<file path="config.mk">
export PLATFORM = sky130hd
export DESIGN_NAME = gate_selftest_ctrl_flat
export DESIGN_NICKNAME = d
export VERILOG_FILES = /design/src/rtl/gate_test_pkg.sv /design/src/rtl/gate_selftest_ctrl_if.sv /design/src/rtl/gate_ref_model.sv /design/src/rtl/gate_selftest_ctrl.sv /design/src/flat_wrapper.sv
export SDC_FILE = /design/constraint.sdc
export NUM_CORES = 1
export LEC_CHECK = 0
export BUFFER_PORTS_ARGS = -buffer_cell sky130_fd_sc_hd__buf_2
export CORE_ASPECT_RATIO = 1.1
export CORE_UTILIZATION = 40
export CTS_BUF_LIST = sky130_fd_sc_hd__clkbuf_2 sky130_fd_sc_hd__clkbuf_4 sky130_fd_sc_hd__clkbuf_8
export DETAILED_ROUTE_END_ITERATION = 6
export GPL_ROUTABILITY_DRIVEN = 0
export GPL_TIMING_DRIVEN = 0
export PLACE_DENSITY = 0.65
export SLEW_MARGIN = 40
export SYNTH_ARGS = -nofsm -noshare
export SYNTH_HDL_FRONTEND = slang
export SYNTH_SLANG_ARGS = --single-unit
</file>
<file path="constraint.sdc">
create_clock -name clk -period 4.3 [get_ports clk]
set_clock_uncertainty 0.05 [all_clocks]
set_input_delay 0.215 -clock clk [delete_from_list [all_inputs] [get_ports clk]]
set_output_delay 0.215 -clock clk [all_outputs]
set_load 0.01 [all_outputs]
</file>
<file path="src/rtl/gate_test_pkg.sv">
// Shared types and constants for the logic-gate self-test sequencer.
package gate_test_pkg;

    typedef enum logic [1:0] {
        ST_IDLE   = 2'd0,
        ST_APPLY  = 2'd1,
        ST_SAMPLE = 2'd2,
        ST_DONE   = 2'd3
    } state_t;

    localparam int unsigned OP_AND  = 0;
    localparam int unsigned OP_OR   = 1;
    localparam int unsigned OP_XOR  = 2;
    localparam int unsigned OP_NAND = 3;

    // Error counter must hold 2^n_in, one more bit than the vector width.
    function automatic int unsigned err_count_w(input int unsigned n_in);
        return n_in + 1;
    endfunction

endpackage

</file>
<file path="src/rtl/gate_selftest_ctrl_if.sv">
// Control/status and gate-drive bundle between the sequencer and its controller.
interface gate_selftest_ctrl_if #(
    parameter int unsigned N_IN = 2
);
    localparam int unsigned ERR_W = gate_test_pkg::err_count_w(N_IN);

    logic             start;
    logic             abort;
    logic             Y;
    logic [N_IN-1:0]  stim;
    logic             busy;
    logic             done;
    logic             pass;
    logic [ERR_W-1:0] err_count;
    logic             fail_valid;
    logic [N_IN-1:0]  fail_vec;

    modport master (
        output start, abort, Y,
        input  stim, busy, done, pass, err_count, fail_valid, fail_vec
    );

    modport slave (
        input  start, abort, Y,
        output stim, busy, done, pass, err_count, fail_valid, fail_vec
    );

endinterface

</file>
<file path="src/rtl/gate_ref_model.sv">
// Combinational reference: expected reduction-gate output for a given stimulus.
module gate_ref_model
    import gate_test_pkg::*;
#(
    parameter int unsigned N_IN = 2,
    parameter int unsigned OP   = OP_AND
) (
    input  logic [N_IN-1:0] stim,
    output logic            expected_c
);

    always_comb begin
        expected_c = &stim;
        case (OP)
            OP_OR:   expected_c = |stim;
            OP_XOR:  expected_c = ^stim;
            OP_NAND: expected_c = ~&stim;
            default: expected_c = &stim;
        endcase
    end

endmodule

</file>
<file path="src/rtl/gate_selftest_ctrl.sv">
// Exhaustive self-test sequencer: walks every input vector, waits SETTLE cycles,
// samples the gate output and records error count and first failing vector.
module gate_selftest_ctrl
    import gate_test_pkg::*;
#(
    parameter int unsigned N_IN   = 2,
    parameter int unsigned SETTLE = 2,
    parameter int unsigned OP     = OP_AND
) (
    input  logic                clk,
    input  logic                rst_n,
    gate_selftest_ctrl_if.slave bus
);

    localparam int unsigned ERR_W = err_count_w(N_IN);
    localparam int unsigned CNT_W = $clog2(SETTLE + 1);
    localparam logic [CNT_W-1:0] CNT_LAST = CNT_W'(SETTLE - 1);
    localparam logic [ERR_W-1:0] ERR_MAX  = ERR_W'(2 ** N_IN);
    localparam logic [N_IN-1:0]  VEC_LAST = '1;

    state_t state, state_nxt;

    logic [N_IN-1:0]  stim_q, stim_d;
    logic [CNT_W-1:0] cnt_q, cnt_d;
    logic [ERR_W-1:0] err_q, err_d;
    logic [N_IN-1:0]  fvec_q, fvec_d;
    logic             busy_q, busy_d;
    logic             done_q, done_d;
    logic             pass_q, pass_d;
    logic             fv_q, fv_d;
    logic             expected;
    logic             mismatch;

    gate_ref_model #(
        .N_IN (N_IN),
        .OP   (OP)
    ) u_ref (
        .stim       (stim_q),
        .expected_c (expected)
    );

    assign mismatch = (bus.Y != expected);

    always_ff @(posedge clk or negedge rst_n) begin
        if (!rst_n) state <= ST_IDLE;
        else        state <= state_nxt;
    end

    always_comb begin
        state_nxt = state;
        case (state)
            ST_IDLE:   if (bus.start) state_nxt = ST_APPLY;
            ST_APPLY: begin
                if (bus.abort)            state_nxt = ST_IDLE;
                else if (cnt_q == CNT_LAST) state_nxt = ST_SAMPLE;
            end
            ST_SAMPLE: begin
                if (bus.abort)               state_nxt = ST_IDLE;
                else if (stim_q == VEC_LAST) state_nxt = ST_DONE;
                else                         state_nxt = ST_APPLY;
            end
            ST_DONE:   state_nxt = ST_IDLE;
            default:   state_nxt = ST_IDLE;
        endcase
    end

    // Next values of every registered output and the settle counter.
    always_comb begin
        stim_d = stim_q;
        cnt_d  = cnt_q;
        err_d  = err_q;
        fvec_d = fvec_q;
        busy_d = busy_q;
        done_d = 1'b0;
        pass_d = pass_q;
        fv_d   = fv_q;
        case (state)
            ST_IDLE: begin
                stim_d = '0;
                busy_d = 1'b0;
                if (bus.start) begin
                    busy_d = 1'b1;
                    cnt_d  = '0;
                    err_d  = '0;
                    fv_d   = 1'b0;
                    fvec_d = '0;
                    pass_d = 1'b0;
                end
            end
            ST_APPLY: begin
                if (bus.abort) begin
                    stim_d = '0;
                    busy_d = 1'b0;
                    cnt_d  = '0;
                end else if (cnt_q == CNT_LAST) begin
                    cnt_d = '0;
                end else begin
                    cnt_d = cnt_q + CNT_W'(1);
                end
            end
            ST_SAMPLE: begin
                if (bus.abort) begin
                    stim_d = '0;
                    busy_d = 1'b0;
                    cnt_d  = '0;
                end else begin
                    if (mismatch) begin
                        if (err_q != ERR_MAX) err_d = err_q + ERR_W'(1);
                        if (!fv_q) begin
                            fv_d   = 1'b1;
                            fvec_d = stim_q;
                        end
                    end
                    if (stim_q == VEC_LAST) begin
                        busy_d = 1'b0;
                        done_d = 1'b1;
                        pass_d = (err_d == '0);
                    end else begin
                        stim_d = stim_q + N_IN'(1);
                    end
                end
            end
            ST_DONE: begin
                stim_d = '0;
            end
            default: begin
                stim_d = '0;
                busy_d = 1'b0;
            end
        endcase
    end

    always_ff @(posedge clk or negedge rst_n) begin
        if (!rst_n) begin
            stim_q <= '0;
            cnt_q  <= '0;
            err_q  <= '0;
            fvec_q <= '0;
            busy_q <= 1'b0;
            done_q <= 1'b0;
            pass_q <= 1'b0;
            fv_q   <= 1'b0;
        end else begin
            stim_q <= stim_d;
            cnt_q  <= cnt_d;
            err_q  <= err_d;
            fvec_q <= fvec_d;
            busy_q <= busy_d;
            done_q <= done_d;
            pass_q <= pass_d;
            fv_q   <= fv_d;
        end
    end

    assign bus.stim       = stim_q;
    assign bus.busy       = busy_q;
    assign bus.done       = done_q;
    assign bus.pass       = pass_q;
    assign bus.err_count  = err_q;
    assign bus.fail_valid = fv_q;
    assign bus.fail_vec   = fvec_q;

endmodule

</file>
<file path="src/flat_wrapper.sv">
// flat-port wrapper written by rule: the top's interface ports become plain ports
module gate_selftest_ctrl_flat import gate_test_pkg::*;
#(
    parameter int unsigned N_IN   = 2,
    parameter int unsigned SETTLE = 2,
    parameter int unsigned OP     = OP_AND
)
  (clk, rst_n, bus_start, bus_abort, bus_Y, bus_stim, bus_busy, bus_done, bus_pass, bus_err_count, bus_fail_valid, bus_fail_vec);
  gate_selftest_ctrl_if #(.N_IN(N_IN)) bus_i ();
  input  logic clk;
  input  logic rst_n;
  input wire logic [$bits(bus_i.start)-1:0] bus_start;
  input wire logic [$bits(bus_i.abort)-1:0] bus_abort;
  input wire logic [$bits(bus_i.Y)-1:0] bus_Y;
  output wire logic [$bits(bus_i.stim)-1:0] bus_stim;
  output wire logic [$bits(bus_i.busy)-1:0] bus_busy;
  output wire logic [$bits(bus_i.done)-1:0] bus_done;
  output wire logic [$bits(bus_i.pass)-1:0] bus_pass;
  output wire logic [$bits(bus_i.err_count)-1:0] bus_err_count;
  output wire logic [$bits(bus_i.fail_valid)-1:0] bus_fail_valid;
  output wire logic [$bits(bus_i.fail_vec)-1:0] bus_fail_vec;
  assign bus_i.start = bus_start;
  assign bus_i.abort = bus_abort;
  assign bus_i.Y = bus_Y;
  assign bus_stim = bus_i.stim;
  assign bus_busy = bus_i.busy;
  assign bus_done = bus_i.done;
  assign bus_pass = bus_i.pass;
  assign bus_err_count = bus_i.err_count;
  assign bus_fail_valid = bus_i.fail_valid;
  assign bus_fail_vec = bus_i.fail_vec;
  gate_selftest_ctrl #(.N_IN(N_IN), .SETTLE(SETTLE), .OP(OP)) u_core (.clk(clk), .rst_n(rst_n), .bus(bus_i));
endmodule
</file>
==> impl_metrics.json, run 1 <==
{
  "peakVddDrop_v": 0.000345,
  "finalCoreUtilization_pct": 48.7,
  "clk_path_buf_depth": 2,
  "min_period_over_period_pct": 40.3,
  "setup_tns_ns": 0,
  "drv_slew": 0,
  "overflow": 0,
  "yosysUniqueCellTypes": 33,
  "clk_latency_ns": 0.29,
  "powerDensity_nw_per_um2": 509,
  "worst_slew_pin_slew_ns": 0.391,
  "ys_top_cells_by_area": "dfrtp_1, ha_1, mux2i_1",
  "crit_chain": "ha_1 > buf_6 > xor2_2 > mux2i_1 > nand4_1 > o21ai_1",
  "grt_pass1_vias": 726,
  "die_h_microns": 53.1,
  "finalCriticalPeriod_ns": 1.73,
  "synth_cells": 97,
  "rsz0062_at_grt": "false",
  "drt_iter0_markers": 31,
  "yosysWarnings": 0,
  "ctsHoldBuffers": 1,
  "track_usage_pct": 17.2,
  "drcViolationCount": 0,
  "floorplan.core_area_sq_um": 2250,
  "p_total_w": 0.000558,
  "drive_above_1_share_pct": 24.1,
  "syn_nets": 110,
  "p_int_w": 0.000324,
  "synthesis.area_sq_um": 951,
  "diodes": 0,
  "synth_top_area_cell": "dfrtp_1",
  "layout.nets": 130,
  "max-cap-violations": 0,
  "post-cts-setup-buffer-count": 0,
  "syn_area_per_cell_sq_um": 9.80,
  "cpMaxStageDelayCell": "dfrtp_1",
  "dieArea_sq_um": 2580,
  "stdcell_area_sq_um": 1100,
  "crit_family": "flip-flops",
  "clkTransAtPathRegs_ns": 0.10,
  "postPlaceCellArea_sq_um": 1060,
  "io_buffer_count": 14,
  "routed_wl_microns": 1900,
  "cts-resized-gates": 0,
  "grt_pass1_wl_microns": 3300,
  "finalHoldViolCount": 0,
  "worst_setup_path_start_kind": "register",
  "area_growth_pct": 15.3,
  "synth_top_area_share_pct": 39.5,
  "setup_viol": 0,
  "switching_share_pct": 41.9,
  "netlist_top_cells_count": "dfrtp_1, nand2_1, ha_1, o21ai_0",
  "clockPowerShare_pct": 15.0,
  "cts_tree": "built",
  "ios": 16,
  "cp.arrival_ns": 1.90,
  "first_pass_iters": 4,
  "ant_nets": 0,
  "max_stage_delay_ns": 0.45,
  "htreeDepth": 1,
  "antenna_found_initial": 0,
  "ys_seq_elements": 15,
  "synth_seq_area_share_pct": 39.5,
  "slew_headroom_pct": 73.2,
  "p_leak_nw": 0.548,
  "cts-buffers-inserted": 3,
  "crit_required_ns": 4.47,
  "fin_ws_ns": 2.57,
  "start_util_pct": 42.2,
  "die_w_microns": 48.5,
  "critPathKind": "register to register",
  "power_frac_comb_pct": 49.8,
  "synthArstFlopShare_pct": 100,
  "grt_max_degree": 16,
  "hold_class": "primary input to register",
  "vias_per_cell": 5.23,
  "path_buf_inv": 1,
  "clock-sinks": 15,
  "end_kind": "register",
  "route.vias.total": 764,
  "dominantRegCellSynth": "dfrtp_1",
  "p_seq_share_pct": 35.2,
  "clock.fmax_mhz": 577,
  "r2r_slack_ns": 2.57,
  "synth-edff-count": 0,
  "num_rows": 18,
  "hpwl_microns": 1390,
  "fillers": 223,
  "netSwitchingPower_w": 0.000234,
  "cp_max_fo": 8,
  "cts-root-buf": "clkbuf_4",
  "yosysMostFrequentCell": "dfrtp_1",
  "preCtsSetupSlack_ns": 2.60,
  "detail_route.wl_per_cell_microns": 13.0,
  "outcome": "finished, final reports clean"
}
==> worst paths after layout <==
kind,endpoint,cells past startpoint,start
max,u_core.bus.pass$_DFFE_PN0P_,6,u_core.bus.stim[0]$_DFFE_PN0P_
max in group asynchronous,u_core.state[1]$_DFFE_PN0P_,2,rst_n
min in group asynchronous,u_core.bus.fail_vec[0]$_DFFE_PN0P_,2,rst_n
min,u_core.bus.stim[0]$_DFFE_PN0P_,2,bus_abort
max reg2reg,u_core.bus.pass$_DFFE_PN0P_,6,u_core.bus.stim[0]$_DFFE_PN0P_
min reg2reg,u_core.bus.busy$_DFFE_PN0P_,1,u_core.bus.busy$_DFFE_PN0P_
==> power groups by stage <==
stage / sequential (W) / clock (W) / combinational (W)
final: 0.000196 / 0.0000835 / 0.000278
after global routing: 0.000202 / 0.0000895 / 0.000317
after CTS: 0.000197 / 0.0000856 / 0.000277
after detailed placement: 0.000200 / 0 / 0.000271
after global placement: 0.000197 / 0 / 0.000261
after floorplan: 0.000201 / 0 / 0.000202
==> layout make-up <==
type	instances	area [sq um]	share of cell area [%]
multi-input combinational	73	529	48.3
sequential	15	375	34.2
timing repair buffer	15	80.1	7.31
buffer	3	23.8	2.17
clock inverter	1	5.00	0.457
tap	30	37.5	3.42
inverter	6	22.5	2.05
clock buffer	3	22.5	2.05
==> worst reg2reg max path: stages, from the launching register on <==
cell and delay, ns:
dfrtp_1 0.45, ha_1 0.23, buf_6 0.14, xor2_2 0.26, mux2i_1 0.31, nand4_1 0.12, o21ai_1 0.12
==> stage by stage <==
step | hold slack [ns] | cells
5_1_grt | 0.176 | 146
4_1_cts | 0.160 | 146
3_3_place_gp | 0.0923 | 141
6_report | 0.173 | 146
3_5_place_dp | 0.0956 | 141
2_1_floorplan | -0.131 | 97
==> registers in the layout, summed over array words and instances (netlist names) <==
register / flops
u_core.bus.stim: 2
u_core.state: 2
u_core.bus.err_count: 3
u_core.bus.busy: 1
u_core.bus.done: 1
u_core.bus.fail_valid: 1
u_core.bus.fail_vec: 2
u_core.bus.pass: 1
u_core.cnt_q: 2
==> cell usage in the layout (no fill, tap or decap), drive strengths merged, types with 2 or more instances in the layout <==
master  synthesis  layout
nor2            6       6
buf             3      17
inv             6       6
nor2b           6       6
mux2            3       3
nand2b          3       3
nand2           9       9
nand3b          2       2
dfrtp          15      15
mux2i           5       5
a22oi           3       3
a21oi           3       3
a31oi           3       3
clkbuf          0       3
ha              8       8
o21ai          11      11
==> cell families (layout without fill, tap and decap cells) <==
logic type | after synthesis | in the layout | share of synthesized area (%)
DFF | 15 | 15 | 39.5
xor gates and xnor gates | 2 | 2 | 2.63
AOI/OAI and AO/OA | 25 | 25 | 17.8
buffers and inverters | 9 | 28 | 4.87
adders and majority gates | 8 | 8 | 10.5
muxes | 8 | 8 | 8.82
and+or+nand+nor | 30 | 30 | 15.9
==> per-layer routing <==
metal  track usage, %  wire [microns]  vias up  share of wire, %
li1                 -               -      374                 -
met1             19.5             824      373                43
met2             30.8             993       15                52
met3             3.16              61        2               3.2
met4             9.80              20        0               1.1
met5                0               0        -                 0
Power figures use the tool's default switching activity.
==> inputs of run 2 (changes only) <==
--- a/config.mk
+++ b/config.mk
@@ -5,6 +5,7 @@
 export SDC_FILE = /design/constraint.sdc
 export NUM_CORES = 1
 export LEC_CHECK = 0
+export ABC_AREA = 1
 export BUFFER_PORTS_ARGS = -buffer_cell sky130_fd_sc_hd__buf_2
 export CORE_ASPECT_RATIO = 1.1
 export CORE_UTILIZATION = 40
==> constraint.sdc (replaced) <==
create_clock -name clk -period 1.8 [get_ports clk]
set_clock_uncertainty 0.05 [all_clocks]
set_input_delay 0.09 -clock clk [delete_from_list [all_inputs] [get_ports clk]]
set_output_delay 0.09 -clock clk [all_outputs]
set_load 0.01 [all_outputs]
==> run 2 against run 1 <==
Against the previous run:
- register-to-register slack got worse by 2.3 ns
- die area down 1.4%
- via count rose by 7.1%
- highest routed layer unchanged
==> impl_metrics.json, run 2 <==
{
  "outcome": "finished, final reports clean",
  "slew_headroom_pct": 74.5,
  "hold_class": "primary input to register",
  "layout_commonest_cell": "nand2_1",
  "drv_slew": 0,
  "htreeDepth": 1,
  "crit_family": "simple AND/OR/NAND/NOR gates",
  "clock-sinks": 15,
  "grt_pass1_wl_microns": 2720,
  "min_period_over_period_pct": 85.2,
  "area_growth_pct": 16.3,
  "diodes": 0,
  "finalCriticalPeriod_ns": 1.53,
  "dieArea_sq_um": 2540,
  "finalCoreUtilization_pct": 48.9,
  "vias_per_cell": 4.87,
  "yosysWarnings": 0,
  "crit_required_ns": 1.93,
  "cts_tree": "built",
  "hpwl_microns": 1410,
  "max_stage_delay_ns": 0.38,
  "syn_area_per_cell_sq_um": 7.94,
  "overflow": 0,
  "routed_wl_microns": 1760,
  "worst_slew_pin_slew_ns": 0.377,
  "finalHoldViolCount": 0,
  "synth_top_area_cell": "dfrtp_1",
  "worst_setup_path_start_kind": "register",
  "antenna_found_initial": 0,
  "drcViolationCount": 0,
  "cts-root-buf": "clkbuf_4",
  "rsz0062_at_grt": "false",
  "reg2reg_depth": 9,
  "die_w_microns": 48.2,
  "crit_chain": "inv_1 > ha_1 > buf_6 > inv_1 > nand3_1 > nand2_4 > nand3_4 > nand2_1 > o21ai_2",
  "layout.nets": 152,
  "yosysUniqueCellTypes": 23,
  "path_buf_inv": 3,
  "ys_seq_elements": 15,
  "clock.fmax_mhz": 652,
  "track_usage_pct": 15.3,
  "powerDensity_nw_per_um2": 1110,
  "setup_viol": 0,
  "route.vias.total": 818,
  "largest_reg_flops": 3,
  "clk_latency_ns": 0.28,
  "synth_seq_area_share_pct": 40.1,
  "netlist_top_cells_count": "nand2_1, dfrtp_1, inv_1, ha_1, nor2_1",
  "cp_max_fo": 9,
  "synth-edff-count": 0,
  "cp.arrival_ns": 1.67,
  "cpMaxStageDelayCell": "dfrtp_1",
  "cp_common_cell": "inv_1",
  "clkTransAtPathRegs_ns": 0.09,
  "setup_tns_ns": 0,
  "cp.depth": 9,
  "synthArstFlopShare_pct": 100,
  "cts-buffers-inserted": 3,
  "final_cell_mix": "nand2_1, buf_2, dfrtp_1",
  "floorplan.core_area_sq_um": 2230,
  "io_buffer_count": 15,
  "holdPathStages": 2,
  "num_rows": 18,
  "drt_iter0_markers": 18,
  "whs_ns": 0.0493,
  "ios": 16,
  "synth_cells": 118,
  "synthesis.area_sq_um": 937,
  "critPathKind": "register to register",
  "synth_top_area_share_pct": 40.1,
  "dominantRegCellSynth": "dfrtp_1",
  "max-cap-violations": 0,
  "clk_path_buf_depth": 2,
  "ys_top_cells_by_area": "dfrtp_1, nand2_1, ha_1",
  "drive_above_1_share_pct": 24.6,
  "ant_nets": 0,
  "grt_max_degree": 16,
  "start_util_pct": 42.0,
  "syn_nets": 131,
  "first_pass_iters": 4,
  "grt_pass1_vias": 716,
  "detail_route.wl_per_cell_microns": 10.5,
  "r2r_slack_ns": 0.27,
  "p_leak_nw": 0.608,
  "post-cts-setup-buffer-count": 0,
  "yosysMostFrequentCell": "nand2_1",
  "end_kind": "register",
  "die_h_microns": 52.8,
  "peakVddDrop_v": 0.000734,
  "cts-resized-gates": 0
}
[run 2: cell count changes after synthesis, moves of 3 or more]
| cell | delta |
|---|---|
| nand2_1 | +32 |
| inv_1 | +8 |
| nor2b_1 | -6 |
| o21ai_0 | -6 |
| mux2i_1 | -5 |
| nand3_1 | +5 |
| nand2_4 | +3 |
| nand2b_1 | -3 |
| o22ai_1 | +3 |
[run 2: stage by stage]
stage | total power (W) | instances | worst slack [ns] | area [sq um]
after detailed placement | 0.00100 | 163 | 0.275 | 1050
after floorplan | 0.000866 | 118 | 0.392 | 937
final | 0.00121 | 168 | 0.266 | 1090
after CTS | 0.00121 | 168 | 0.260 | 1090
after global routing | 0.00130 | 168 | 0.152 | 1090
after global placement | 0.000982 | 163 | 0.303 | 1050
[run 2: cell families after synthesis]
| kind of cell | synth area share [%] |
|---|---|
| adder cells (fa/ha/maj) | 10.7 |
| AND/OR/NAND/NOR | 32.0 |
| flip-flops | 40.1 |
| buffers and inverters | 7.88 |
| AO/OA/AOI/OAI | 9.35 |
[run 2: layout make-up]
type                    instances  area (sq um)
plain buffers                   1          11.3
fillers                       222          1140
flip-flops and latches         15           375
repair buffers                 16          85.1
inverters                      16          62.6
clock buffers                   4          30.0
multi-input cells              86           488
well taps                      30          37.5
[run 2: worst register-to-register path: cells and delay by family (launching register included)]
family,cells,cell delay (ns)
buffers and inverters,3,0.33
adder cells (fa/ha/maj),1,0.22
AO/OA/AOI/OAI,1,0.05
flip-flops,1,0.38
AND/OR/NAND/NOR,4,0.42
[run 2: worst paths after layout]
check	start	to
max reg2reg	u_core.state[0]$_DFFE_PN0P_	u_core.bus.fail_vec[1]$_DFFE_PN0P_
max in group asynchronous	rst_n	u_core.bus.busy$_DFFE_PN0P_
min reg2reg	u_core.cnt_q[1]$_DFFE_PN0P_	u_core.cnt_q[1]$_DFFE_PN0P_
max	u_core.state[0]$_DFFE_PN0P_	u_core.bus.fail_vec[1]$_DFFE_PN0P_
min	bus_abort	u_core.bus.stim[0]$_DFFE_PN0P_
min in group asynchronous	rst_n	u_core.bus.stim[1]$_DFFE_PN0P_
[run 2: what timing repair did]
| item | 4_1_cts | 5_1_grt |
|---|---|---|
| endpoints found under the setup margin | 0 | 0 |
| hold buffers | 1 | 0 |
| hold endpoints to repair | 15 | 0 |
[run 2: where the power goes]
part           switching (W)  total [W]  leakage, nW  internal (W)
clock network       0.000107   0.000209       0.0184      0.000101
registers          0.0000514   0.000457        0.203      0.000406
logic               0.000339   0.000540        0.387      0.000201
total               0.000497    0.00121        0.608      0.000708
[run 2: per-layer routing]
| layer | track usage [%] | part of all wire [%] |
|---|---|---|
| met1 | 17.7 | 46 |
| met2 | 26.0 | 49 |
| met3 | 2.07 | 2.9 |
| met4 | 8.33 | 2.0 |
| met5 | 0 | 0 |
